==> src/rtl/mem_port_arbiter.sv <==
// -----------------------------------------------------------------------------
// mem_port_arbiter
//
// Shares one single-ported, variable-latency memory between the core's
// instruction-fetch port (I, read-only) and data port (D, load/store).
// One transaction is in flight at a time; a three-state FSM (IDLE, BUSY_I,
// BUSY_D) sequences it. A watchdog aborts a transaction the memory never
// acknowledges, and combinational stall requests let the hazard logic freeze
// the fetch / memory stages until their request completes.
//
// Optional feature (compile-time macro ARB_FAIR_EN):
//   defined   - D priority is bounded: after MAX_DBURST consecutive D grants
//               made while I was waiting, the next IDLE cycle grants I.
//   undefined - strict D priority, I may starve (the pipeline releases D).
//
// Parameters:
//   ADDR_W     address width of both ports and of the memory
//   DATA_W     data width
//   TIMEOUT    BUSY cycles without mem_ack before abort (1..65535)
//   MAX_DBURST consecutive D grants allowed while I is pending (ARB_FAIR_EN)
//
// Ports:
//   clk, reset            clock (rising edge), synchronous active-high reset
//   i_req/i_addr          fetch request (level, held until i_done) + address
//   i_done/i_rdata        fetch completion pulse + fetch data
//   d_req/d_we/d_addr/d_wdata  data request (level, held until d_done)
//   d_done/d_rdata        data completion pulse + load data
//   mem_req/mem_we/mem_addr/mem_wdata  memory transaction outputs
//   mem_ack/mem_rdata     single-cycle acknowledge, read data valid with it
//   stall_f/stall_m       freeze fetch / memory stage
//   err                   watchdog timeout pulse
// -----------------------------------------------------------------------------
module mem_port_arbiter #(
    parameter int ADDR_W     = 32,
    parameter int DATA_W     = 32,
    parameter int TIMEOUT    = 255,
    parameter int MAX_DBURST = 4
) (
    input  logic              clk,
    input  logic              reset,
    input  logic              i_req,
    input  logic [ADDR_W-1:0] i_addr,
    output logic              i_done,
    output logic [DATA_W-1:0] i_rdata,
    input  logic              d_req,
    input  logic              d_we,
    input  logic [ADDR_W-1:0] d_addr,
    input  logic [DATA_W-1:0] d_wdata,
    output logic              d_done,
    output logic [DATA_W-1:0] d_rdata,
    output logic              mem_req,
    output logic              mem_we,
    output logic [ADDR_W-1:0] mem_addr,
    output logic [DATA_W-1:0] mem_wdata,
    input  logic              mem_ack,
    input  logic [DATA_W-1:0] mem_rdata,
    output logic              stall_f,
    output logic              stall_m,
    output logic              err
);

    // Watchdog counter just wide enough to hold TIMEOUT itself.
    localparam int WD_W = (TIMEOUT < 1) ? 1 : $clog2(TIMEOUT + 1);

    // Port indices for the per-port vectors below.
    localparam int PORT_I = 0;
    localparam int PORT_D = 1;

    typedef enum logic [1:0] {
        IDLE   = 2'd0,
        BUSY_I = 2'd1,
        BUSY_D = 2'd2
    } state_t;

    state_t            state_reg, state_next;
    logic [ADDR_W-1:0] mem_addr_reg, mem_addr_next;
    logic              mem_we_reg, mem_we_next;
    logic [DATA_W-1:0] mem_wdata_reg, mem_wdata_next;
    logic [DATA_W-1:0] i_rdata_reg, i_rdata_next;
    logic [DATA_W-1:0] d_rdata_reg, d_rdata_next;
    logic [WD_W-1:0]   wd_cnt_reg, wd_cnt_next;

    logic grant_i;
    logic grant_d;
    logic busy;
    logic timeout_hit;
    logic finish;

    logic [1:0] req_vec;
    logic [1:0] owner_vec;
    logic [1:0] done_vec;
    logic [1:0] stall_vec;

    assign busy        = (state_reg != IDLE);
    assign timeout_hit = busy && (wd_cnt_reg == WD_W'(TIMEOUT));
    // Completion (normal or abort). Suppressed while reset is asserted so a
    // transaction killed by reset never reports done.
    assign finish      = ~reset & busy & (mem_ack | timeout_hit);

    assign req_vec[PORT_I]   = i_req;
    assign req_vec[PORT_D]   = d_req;
    assign owner_vec[PORT_I] = (state_reg == BUSY_I);
    assign owner_vec[PORT_D] = (state_reg == BUSY_D);

    generate
        for (genvar gi = 0; gi < 2; gi++) begin : g_port
            assign done_vec[gi]  = owner_vec[gi] & finish;
            assign stall_vec[gi] = req_vec[gi] & ~done_vec[gi];
        end
    endgenerate

    assign i_done  = done_vec[PORT_I];
    assign d_done  = done_vec[PORT_D];
    assign stall_f = stall_vec[PORT_I];
    assign stall_m = stall_vec[PORT_D];

    // An ack in the watchdog's last cycle wins: that is a normal completion.
    assign err = finish & ~mem_ack;

    assign mem_req   = busy;
    assign mem_we    = mem_we_reg;
    assign mem_addr  = mem_addr_reg;
    assign mem_wdata = mem_wdata_reg;

    // Read data is forwarded in the ack cycle and held afterwards. Stores and
    // aborts leave the held value alone.
    assign i_rdata = i_rdata_next;
    assign d_rdata = d_rdata_next;

    // -------------------------------------------------------------------------
    // Arbitration
    // -------------------------------------------------------------------------
`ifdef ARB_FAIR_EN
    localparam int BC_W = (MAX_DBURST < 1) ? 1 : $clog2(MAX_DBURST + 1);

    logic [BC_W-1:0] burst_cnt_reg, burst_cnt_next;
    logic            burst_full;

    assign burst_full = (burst_cnt_reg == BC_W'(MAX_DBURST));

    always_comb begin
        grant_i = 1'b0;
        grant_d = 1'b0;
        if (state_reg == IDLE) begin
            if (i_req && burst_full) begin
                grant_i = 1'b1;
            end else if (d_req) begin
                grant_d = 1'b1;
            end else if (i_req) begin
                grant_i = 1'b1;
            end
        end
    end

    // Counts D grants that overtook a waiting I; saturates at MAX_DBURST.
    always_comb begin
        burst_cnt_next = burst_cnt_reg;
        if (state_reg == IDLE) begin
            if (!i_req || grant_i) begin
                burst_cnt_next = '0;
            end else if (grant_d && !burst_full) begin
                burst_cnt_next = burst_cnt_reg + 1'b1;
            end
        end
    end

    always_ff @(posedge clk) begin
        if (reset) begin
            burst_cnt_reg <= '0;
        end else begin
            burst_cnt_reg <= burst_cnt_next;
        end
    end
`else
    always_comb begin
        grant_i = 1'b0;
        grant_d = 1'b0;
        if (state_reg == IDLE) begin
            if (d_req) begin
                grant_d = 1'b1;
            end else if (i_req) begin
                grant_i = 1'b1;
            end
        end
    end

    // MAX_DBURST only matters for the fair build.
    logic unused_burst_cfg;
    assign unused_burst_cfg = (MAX_DBURST != 0);
`endif

    // -------------------------------------------------------------------------
    // Next-state and capture logic
    // -------------------------------------------------------------------------
    always_comb begin
        state_next     = state_reg;
        mem_addr_next  = mem_addr_reg;
        mem_we_next    = mem_we_reg;
        mem_wdata_next = mem_wdata_reg;
        wd_cnt_next    = wd_cnt_reg;
        i_rdata_next   = i_rdata_reg;
        d_rdata_next   = d_rdata_reg;

        case (state_reg)
            IDLE: begin
                // mem_ack is ignored here; only a grant moves the FSM.
                if (grant_d) begin
                    state_next     = BUSY_D;
                    mem_addr_next  = d_addr;
                    mem_we_next    = d_we;
                    mem_wdata_next = d_wdata;
                    wd_cnt_next    = '0;
                end else if (grant_i) begin
                    // Write data is meaningless for a fetch and is left as is.
                    state_next    = BUSY_I;
                    mem_addr_next = i_addr;
                    mem_we_next   = 1'b0;
                    wd_cnt_next   = '0;
                end
            end
            BUSY_I, BUSY_D: begin
                if (mem_ack || timeout_hit) begin
                    state_next = IDLE;
                end else begin
                    // timeout_hit is clear here, so this never wraps.
                    wd_cnt_next = wd_cnt_reg + 1'b1;
                end
            end
            default: begin
                state_next = IDLE;
            end
        endcase

        if (done_vec[PORT_I] && mem_ack) begin
            i_rdata_next = mem_rdata;
        end
        if (done_vec[PORT_D] && mem_ack && !mem_we_reg) begin
            d_rdata_next = mem_rdata;
        end
    end

    always_ff @(posedge clk) begin
        if (reset) begin
            state_reg     <= IDLE;
            mem_addr_reg  <= '0;
            mem_we_reg    <= 1'b0;
            mem_wdata_reg <= '0;
            wd_cnt_reg    <= '0;
            i_rdata_reg   <= '0;
            d_rdata_reg   <= '0;
        end else begin
            state_reg     <= state_next;
            mem_addr_reg  <= mem_addr_next;
            mem_we_reg    <= mem_we_next;
            mem_wdata_reg <= mem_wdata_next;
            wd_cnt_reg    <= wd_cnt_next;
            i_rdata_reg   <= i_rdata_next;
            d_rdata_reg   <= d_rdata_next;
        end
    end

endmodule

==> config.mk <==
export PLATFORM = sky130hd
export DESIGN_NAME = mem_port_arbiter
export DESIGN_NICKNAME = d
export VERILOG_FILES = /design/src/rtl/mem_port_arbiter.sv
export SDC_FILE = /design/constraint.sdc
export NUM_CORES = 1
export LEC_CHECK = 0
export CORE_MARGIN = 1.5
export CORE_UTILIZATION = 33
export CTS_BUF_LIST = sky130_fd_sc_hd__clkbuf_8
export DETAILED_ROUTE_END_ITERATION = 10
export PLACE_DENSITY = 0.75
export SYNTH_ARGS = -nofsm -noshare
export SYNTH_HDL_FRONTEND = slang
export SYNTH_SLANG_ARGS = --single-unit
==> constraint.sdc <==
create_clock -name clk -period 2.02 [get_ports clk]
set_input_delay 0.202 -clock clk [delete_from_list [all_inputs] [get_ports clk]]
set_output_delay 0.202 -clock clk [all_outputs]
set_load 0.01 [all_outputs]
Word level (Yosys, flattened, before mapping)
Index checks and enable logic that the tools add are counted.

storage, ports and cells
  flip-flop bits (word level) = 139
  input bits = 134
  output and inout port bits = 135
  logic and storage cells = 60

operators by class
  add/subtract/negate cells = 1
  eq/ne operators = 6
  mux-type cells = 19
  bitwise gates (word level) = 12
  reduce and logical (&&, ||, !) cells = 15

operators by type and width
  operator             number
  $mux 32              4
  $mux 8               3
  $pmux 8 s2           1
  $add 8x1->8 const B  1
  $eq 8x8->1 const B   1
  $and 1x1->1          7
  $mux 1               7
  $mux 2               3
  $reduce_and 2->1     3
  $reduce_bool 2->1    3
  $logic_and 1x1->1    4
  $ne 2x2->1 const B   2
  $not 1->1            4
  $pmux 2 s2           1
  $ne 3x3->1 const B   1
  $reduce_and 3->1     1
  $eq 2x1->1 const B   1
  $eq 2x2->1 const B   1
  $logic_not 2->1      1
  $reduce_or 2->1      1
  $logic_not 1->1      1
  $logic_or 1x1->1     1
  $or 1x1->1           1

Longest topological paths before layout
Gate-level depths: netlist of the first run.

  depth after elaboration = 8
  mapped depth = 8
  gate-level depth less buffers = 6

Worst setup path before layout of the first run
Ideal clock, no wire load.

  kind = register to register
  from = register state_reg[0]
  to = register i_rdata_reg[29]
  setup time = 0.128 ns
  arrival time = 1.698 ns
  required time = 1.892 ns
  slack = 0.194 ns
  cell stages (with the launch flop) = 9
  buffers on the path = 2
  clock period less this slack = 1.826 ns
  path through = dfxtp_1 -> inv_1 -> ha_1 -> nor2_2 -> and3_1 -> buf_2 -> buf_6 -> mux2_4 -> nor2b_1

between the ends
  word-level cells in the longest chain between the ends = 7
  elaborated cells between the ends (all ways) = 9
  those cells by class = eq/ne (1); mux (1); bitwise (4); reduce/logical (3)

RTL lines
  element                 line  text
  start, declared         75    state_t state_reg, state_next;
  start signal, assigned  252   state_reg <= state_next;
  $reduce_bool 2->1       94    assign busy = (state_reg != IDLE);
  $logic_and 1x1->1       95    assign timeout_hit = busy && (wd_cnt_reg == WD_W'(TIMEOUT));
  $or 1x1->1              98    assign finish = ~reset & busy & (mem_ack | timeout_hit);
  $and 1x1->1             98
  $and 1x1->1 *           107   assign done_vec[gi] = owner_vec[gi] & finish;
  $logic_and 1x1->1 *     234   if (done_vec[PORT_I] && mem_ack) begin
  $mux 32 *               234
  net i_rdata[29]         44    output logic [DATA_W-1:0] i_rdata,
  end signal, assigned    257   i_rdata_reg <= i_rdata_next;
  end, declared           79    logic [DATA_W-1:0] i_rdata_reg, i_rdata_next;

The timed path passes the listed nets; every way through them passes the cells marked *.
A chain may end at the register's enable or synchronous reset.

Worst setup path in the final report of the first run
  from = register state_reg[0]
  to = output port d_rdata[9]

between the ends
  word-level cells in the longest chain between the ends = 8
  elaborated cells between the ends (all ways) = 10
  those cells by class = eq/ne (1); mux (1); bitwise (4); reduce/logical (4)

RTL lines
  element                            line  text
  $reduce_bool 2->1                  94
  $logic_and 1x1->1                  95
  $or 1x1->1                         98
  $and 1x1->1                        98
  $and 1x1->1 *                      107
  $logic_and 1x1->1 * (2 in series)  237   if (done_vec[PORT_D] && mem_ack && !mem_we_reg) begin
  $mux 32 *                          237
  end, declared                      50    output logic [DATA_W-1:0] d_rdata,

Every way passes the cells marked *; elsewhere a longest branch is shown, timed or not.

==> flow_metrics.tcl, run 1 <==
set metrics [dict create \
    status "complete, but fails checks" \
    failed_checks "setup timing" \
    syn_nets 782 \
    hold_violations 0 \
    start_kind "flip-flop" \
    drc 0 \
    synth_seq_cells 139 \
    power_density_mw_per_mm2 676.3 \
    place_area_sq_mm 0.008909 \
    async_flop_share_pct 0 \
    syn-cell-area_sq_mm 0.005853 \
    synth-edff-count 0 \
    wl_per_cell_microns 15.75 \
    path_class "reg -> out" \
    wl_microns 18890 \
    synthDistinctLibCells 39 \
    viasPerCell 4.706 \
    gp_congestion 0.7877 \
    power.switching_mw 1.822 \
    period_share_pct 117.0 \
    num_vias 5643 \
    layout-drive-gt1-share_pct 27.10 \
    syn_inst 644 \
    netlist.area_leader.share_pct 47.54 \
    fp-row-count 48 \
    combPwrFrac_pct 21.3 \
    grt_pass1_wl_microns 28450 \
    p_leak_nw 4.247 \
    p_int_mw 5.074 \
    dpl.hpwl_microns 11750 \
    clk_latency_ns 0.44 \
    final_cell_mix "clkdlybuf4s50_1, dfxtp_1, nand2_1, buf_6, nor2_1" \
    layout_commonest_cell "clkdlybuf4s50_1" \
    crit_arrival_ns 2.16 \
    hold_path_startpoint "d_wdata[10]" \
    p_sw_share_pct 26.43 \
    setup_viol 68 \
    diodes 0 \
    grt_max_degree 77 \
    clk_pin_slew_ns 0.08 \
    worstPathRequired_ns 1.82 \
    globalRouteTotalUtil_pct 19.81 \
    cp_max_fo 4 \
    ant_nets 0 \
    die_w_microns 136.2 \
    yosys.area.top_type "dfxtp_1" \
    rsz0062_at_grt "yes" \
    cp-end-kind "primary output" \
    fmax_mhz 423.2 \
    cts_tree "yes" \
    dieArea_sq_mm 0.01855 \
    yosysWarnings 0 \
    syn_area_per_cell_sq_um 9.089 \
    portBuffers 268 \
    clkPwrFrac_pct 35.6 \
    synth_ff_type "dfxtp_1" \
    fin_area_sq_mm 0.01020 \
    fp.dieH_microns 136.2 \
    ios 269 \
    grt-ovfl-total 0 \
    skew_ns 0.007549 \
    setup.worst_path.start "state_reg[0]$_SDFFE_PP0P_" \
    grt_pass1_vias 5525 \
    drv_slew 0 \
    initial_core_util_pct 33.84 \
    fin_nets 1100 \
    layout_min_cycle_time_ns 2.363 \
    hold_class "in -> reg" \
    postLayoutCoreUtil_pct 58.96 \
    numClockSinks 139 \
    dp_slack_ns -0.3101 \
    worst_slack_ns -0.3430 \
    numCtsBuffers 17 \
    drv_cap 0 \
    drt-initial-drc-count 251 \
    peakVddDrop_v 0.0004303 \
    antenna_found_initial 0 \
    cts_buffer_depth 2 \
    reg2reg_from "state_reg[0]$_SDFFE_PP0P_" \
    syn_to_final_growth_pct 74.22 \
    setup_tns_ns -17.51 \
    core_sq_mm 0.01730 \
    drtPass1Iterations 4 \
    h-tree-depth 4 \
    yosysSeqAreaShare_pct 47.54 \
    cts-root-buf "clkbuf_8" \
    synthTopCellsByArea "dfxtp_1, mux2_4, nor2b_1" \
    slew_headroom_pct 42.27 \
    tightest_slew_ns 0.8659 \
    fillers 1464 \
    seq_power_share_pct 43.1 \
]
## worst max-delay path, stage by stage (launching register included)
cell and delay [ns]:
dfxtp_2 0.34, inv_2 0.05, ha_4 0.16, nor2_4 0.10
buf_6 0.11, nand4b_4 0.18, clkbuf_16 0.23, buf_8 0.12
mux2_4 0.30, buf_6 0.13
## synth_stat cells (2+ instances only)
cell      count
and3_1        2
nand4b_1      2
nand2_1     100
mux2_2       14
nor2b_1      65
a21oi_1      40
and2_1        2
o21ai_0      36
nor3_1        2
nor2_1       69
a211oi_1     32
dfxtp_1     139
nor2_2        2
ha_1          4
a31oi_1       9
or3_1         3
buf_2        13
buf_1         2
clkbuf_1     29
nand3_1       2
o221ai_1      2
inv_1         7
mux2_1       20
o21a_1        2
buf_6         3
mux2_4       30
## repair_timing
action / CTS / global route
gates resized for setup: 410 / 41
buffers inserted: 23 / 16
hold buffers: 0 / 0
cloned: 7 / 0
setup endpoints to repair: 70 / 77
pin swaps: 5 / 4
## layer usage
| metal | vias up | GRT usage, % | share of wire, % |
|---|---|---|---|
| met3 | 33 | 7.793 | 8.2 |
| li1 | 2807 | - | - |
| met1 | 2600 | 22.03 | 40 |
| met5 | - | 0 | 0 |
| met2 | 203 | 34.32 | 50 |
| met4 | 0 | 6.797 | 1.9 |
## cell type report
| cell class | count | area, sq um | area share [%] |
|---|---|---|---|
| repair buffers | 346 | 3636 | 35.66 |
| multi-input cells | 450 | 3039 | 29.80 |
| flip-flops and latches | 139 | 2785 | 27.31 |
| well taps | 225 | 281.5 | 2.761 |
| clock buffers | 18 | 247.7 | 2.429 |
| clock inverters | 13 | 177.7 | 1.742 |
| inverters | 8 | 30.03 | 0.2945 |
## cells by family (layout without fill, tap and decap cells)
| group | after synthesis | count (layout) | synth area share (%) |
|---|---|---|---|
| AO/OA/AOI/OAI | 128 | 128 | 12.98 |
| flip-flops | 139 | 139 | 47.54 |
| AND/OR/NAND/NOR | 253 | 253 | 20.03 |
| multiplexers | 65 | 65 | 14.41 |
| buffers and inverters | 55 | 385 | 4.190 |
| adder cells (fa/ha/maj) | 4 | 4 | 0.8551 |
## metrics by stage
step	power [mW]	hold slack, ns	instances
after floorplan	3.593	0.3380	644
after global placement	4.373	0.4408	1126
after detailed placement	4.388	0.4465	1126
after CTS	6.944	0.2651	1186
after global routing	7.244	0.2724	1199
final	6.897	0.3056	1199
## path summary, 6_finish.rpt
path,to,slack (ns),cells past startpoint
max,d_rdata[9],-0.34,9
min,mem_wdata[10]$_SDFFE_PP0P_,0.31,3
max reg2reg,d_rdata_reg[16]$_SDFF_PP0_,0.03,10
min reg2reg,mem_wdata[23]$_SDFFE_PP0P_,0.46,2
## power by group through the flow
stage | clock [mW] | sequential, mW | combinational, mW
after floorplan | 0 | 3.10 | 0.497
after global placement | 0 | 3.03 | 1.35
after detailed placement | 0 | 3.03 | 1.35
after CTS | 2.53 | 2.97 | 1.44
after global routing | 2.67 | 2.99 | 1.59
final | 2.46 | 2.97 | 1.47
(Power assumes the default switching activity.)
==> run 2, diff against run 1 <==
Settings changed: CORE_UTILIZATION 33 to 53, DONT_BUFFER_PORTS from default to 1, PLACE_DENSITY 0.75 to 0.77.
==> flow_metrics.tcl, run 2 (same netlist as run 1, synthesis figures left out) <==
set metrics [dict create \
    status "complete, but fails checks" \
    failed_checks "hold timing, setup timing" \
    grt_max_degree 139 \
    drc 0 \
    skew_ns 0.01147 \
    antenna_found_initial 0 \
    cts_buffer_depth 2 \
    gp_congestion 0.8239 \
    globalRouteTotalUtil_pct 23.63 \
    crit_slowest_cell "dfxtp_4" \
    numClockSinks 139 \
    clk_pin_slew_ns 0.09 \
    ant_nets 0 \
    power.switching_mw 1.752 \
    cts-root-buf "clkbuf_8" \
    p_sw_share_pct 29.40 \
    wl_per_cell_microns 18.51 \
    grt_pass1_wl_microns 21170 \
    tightest_slew_ns 0.4222 \
    fillers 897 \
    rrSetupSlack_ns 0.03 \
    finalPower_mw 5.958 \
    viasPerCell 5.672 \
    combPwrFrac_pct 11.1 \
    core_sq_mm 0.01079 \
    place_area_sq_mm 0.005929 \
    setup_tns_ns -8.742 \
    worst_slack_ns -0.1949 \
    p_int_mw 4.206 \
    numCtsBuffers 17 \
    critical_path.max_stage_delay_ns 0.38 \
    grt_pass1_vias 4338 \
    fmax_mhz 451.5 \
    drv_cap 0 \
    hold_violations 132 \
    cts_tree "yes" \
    worstPathRequired_ns 1.82 \
    h-tree-depth 4 \
    slew_headroom_pct 71.61 \
    fin_nets 781 \
    grt-ovfl-total 0 \
    hold_ws_ns -0.1857 \
    layout_min_cycle_time_ns 2.215 \
    dieArea_sq_mm 0.01168 \
    final_cell_mix "dfxtp_1, nand2_1, nor2_1, nor2b_1, a21oi_1" \
    seq_area_sq_mm 0.002788 \
    initial_core_util_pct 54.23 \
    fin_area_sq_mm 0.006641 \
    diodes 0 \
    layout-drive-gt1-share_pct 21.65 \
    p_leak_nw 2.639 \
    hold_buffers 3 \
    seq_power_share_pct 51.7 \
    fp.dieH_microns 108.1 \
    multi_input_area_sq_mm 0.002920 \
    die_w_microns 108.1 \
    peakVddDrop_v 0.0005800 \
    start_kind "flip-flop" \
    drv_slew 0 \
    drt-initial-drc-count 282 \
    path_class "reg -> out" \
    clkPwrFrac_pct 37.2 \
    cp_max_fo 4 \
    cp_cell_sequence "inv_4, ha_4, buf_6, nand4b_1, nor3_2, o21a_2, a21boi_2, buf_4" \
    hold_class "in -> reg" \
    clk_latency_ns 0.45 \
    dpl.hpwl_microns 9696 \
    wl_microns 14740 \
    portBuffers 0 \
    num_vias 4515 \
    fp-row-count 38 \
    period_share_pct 109.6 \
    rsz0062_at_grt "yes" \
    cp-end-kind "primary output" \
    power_density_mw_per_mm2 897.1 \
    layout_commonest_cell "dfxtp_1" \
    crit_arrival_ns 2.01 \
    syn_to_final_growth_pct 13.47 \
    setup_viol 69 \
    drtPass1Iterations 7 \
    ios 269 \
]
==> run 2: cell count changes in the layout (fill, tap and decap cells not counted), sizes merged <==
cell / delta
clkdlybuf4s50: -197
clkinv: -1
clkbuf: -3
inv: +8
clkinvlp: -2
buf: -123
dlygate4sd3: +3
bufinv: -3
==> run 2: worst paths after layout <==
path	endpoint	start	depth (start not counted)
worst max-delay path	stall_f	state_reg[1]$_SDFFE_PP0P_	8
worst max register to register	wd_cnt_reg[1]$_SDFFE_PP0P_	state_reg[1]$_SDFFE_PP0P_	9
worst min-delay path	d_rdata_reg[31]$_SDFF_PP0_	reset	1
worst min register to register	wd_cnt_reg[7]$_SDFFE_PP0P_	wd_cnt_reg[7]$_SDFFE_PP0P_	1
==> run 2: power by group through the flow <==
stage | sequential, mW | clock [mW] | combinational (mW)
finish | 3.08 | 2.21 | 0.662
global route | 3.10 | 2.39 | 0.729
CTS | 3.08 | 2.26 | 0.601
detailed placement | 3.14 | 0 | 0.553
global placement | 3.14 | 0 | 0.527
floorplan | 3.10 | 0 | 0.497
==> run 2: final cells by class <==
| type | instances | share of cell area, % |
|---|---|---|
| clock buffers | 17 | 3.523 |
| well taps | 140 | 2.638 |
| clock inverters | 15 | 2.298 |
| flip-flops and latches | 139 | 41.97 |
| multi-input cells | 450 | 43.97 |
| repair buffers | 27 | 5.105 |
| inverters | 8 | 0.4898 |
==> run 2: per-stage QoR <==
stage	hold slack, ns	instances	utilization, %	setup slack [ns]
2_1_floorplan	0.3380	644	-	0.1939
3_3_place_gp	0.2805	749	54.94	0.04641
3_5_place_dp	0.2824	749	54.94	-0.03367
4_1_cts	-0.2251	793	60.39	-0.2257
5_1_grt	-0.2189	796	61.53	-0.2414
6_report	-0.1857	796	61.53	-0.1949
==> run 2: timing repair <==
action                                 in CTS  in global routing
buffers inserted                            7                  2
pin swaps                                   8                  3
endpoints found under the hold margin     136                132
gates cloned                                2                  3
resized for setup                          39                 25
setup endpoints to repair                  79                123
==> run 2: per-layer routing <==
layer	share of wire, %	GRT usage [%]	vias to the layer above
met4	2.7	13.72	0
met5	0	0	-
met3	8.8	9.644	35
met1	37	24.17	2113
li1	-	-	2167
met2	51	40.64	200
==> run 2: worst max-delay path: cells and delay by family, from the launching register on <==
kind | cells | cell delay [ns]
buffers and inverters | 3 | 0.31
AOI/OAI and AO/OA | 2 | 0.27
DFF | 1 | 0.38
and+or+nand+nor | 2 | 0.42
adders and majority gates | 1 | 0.17
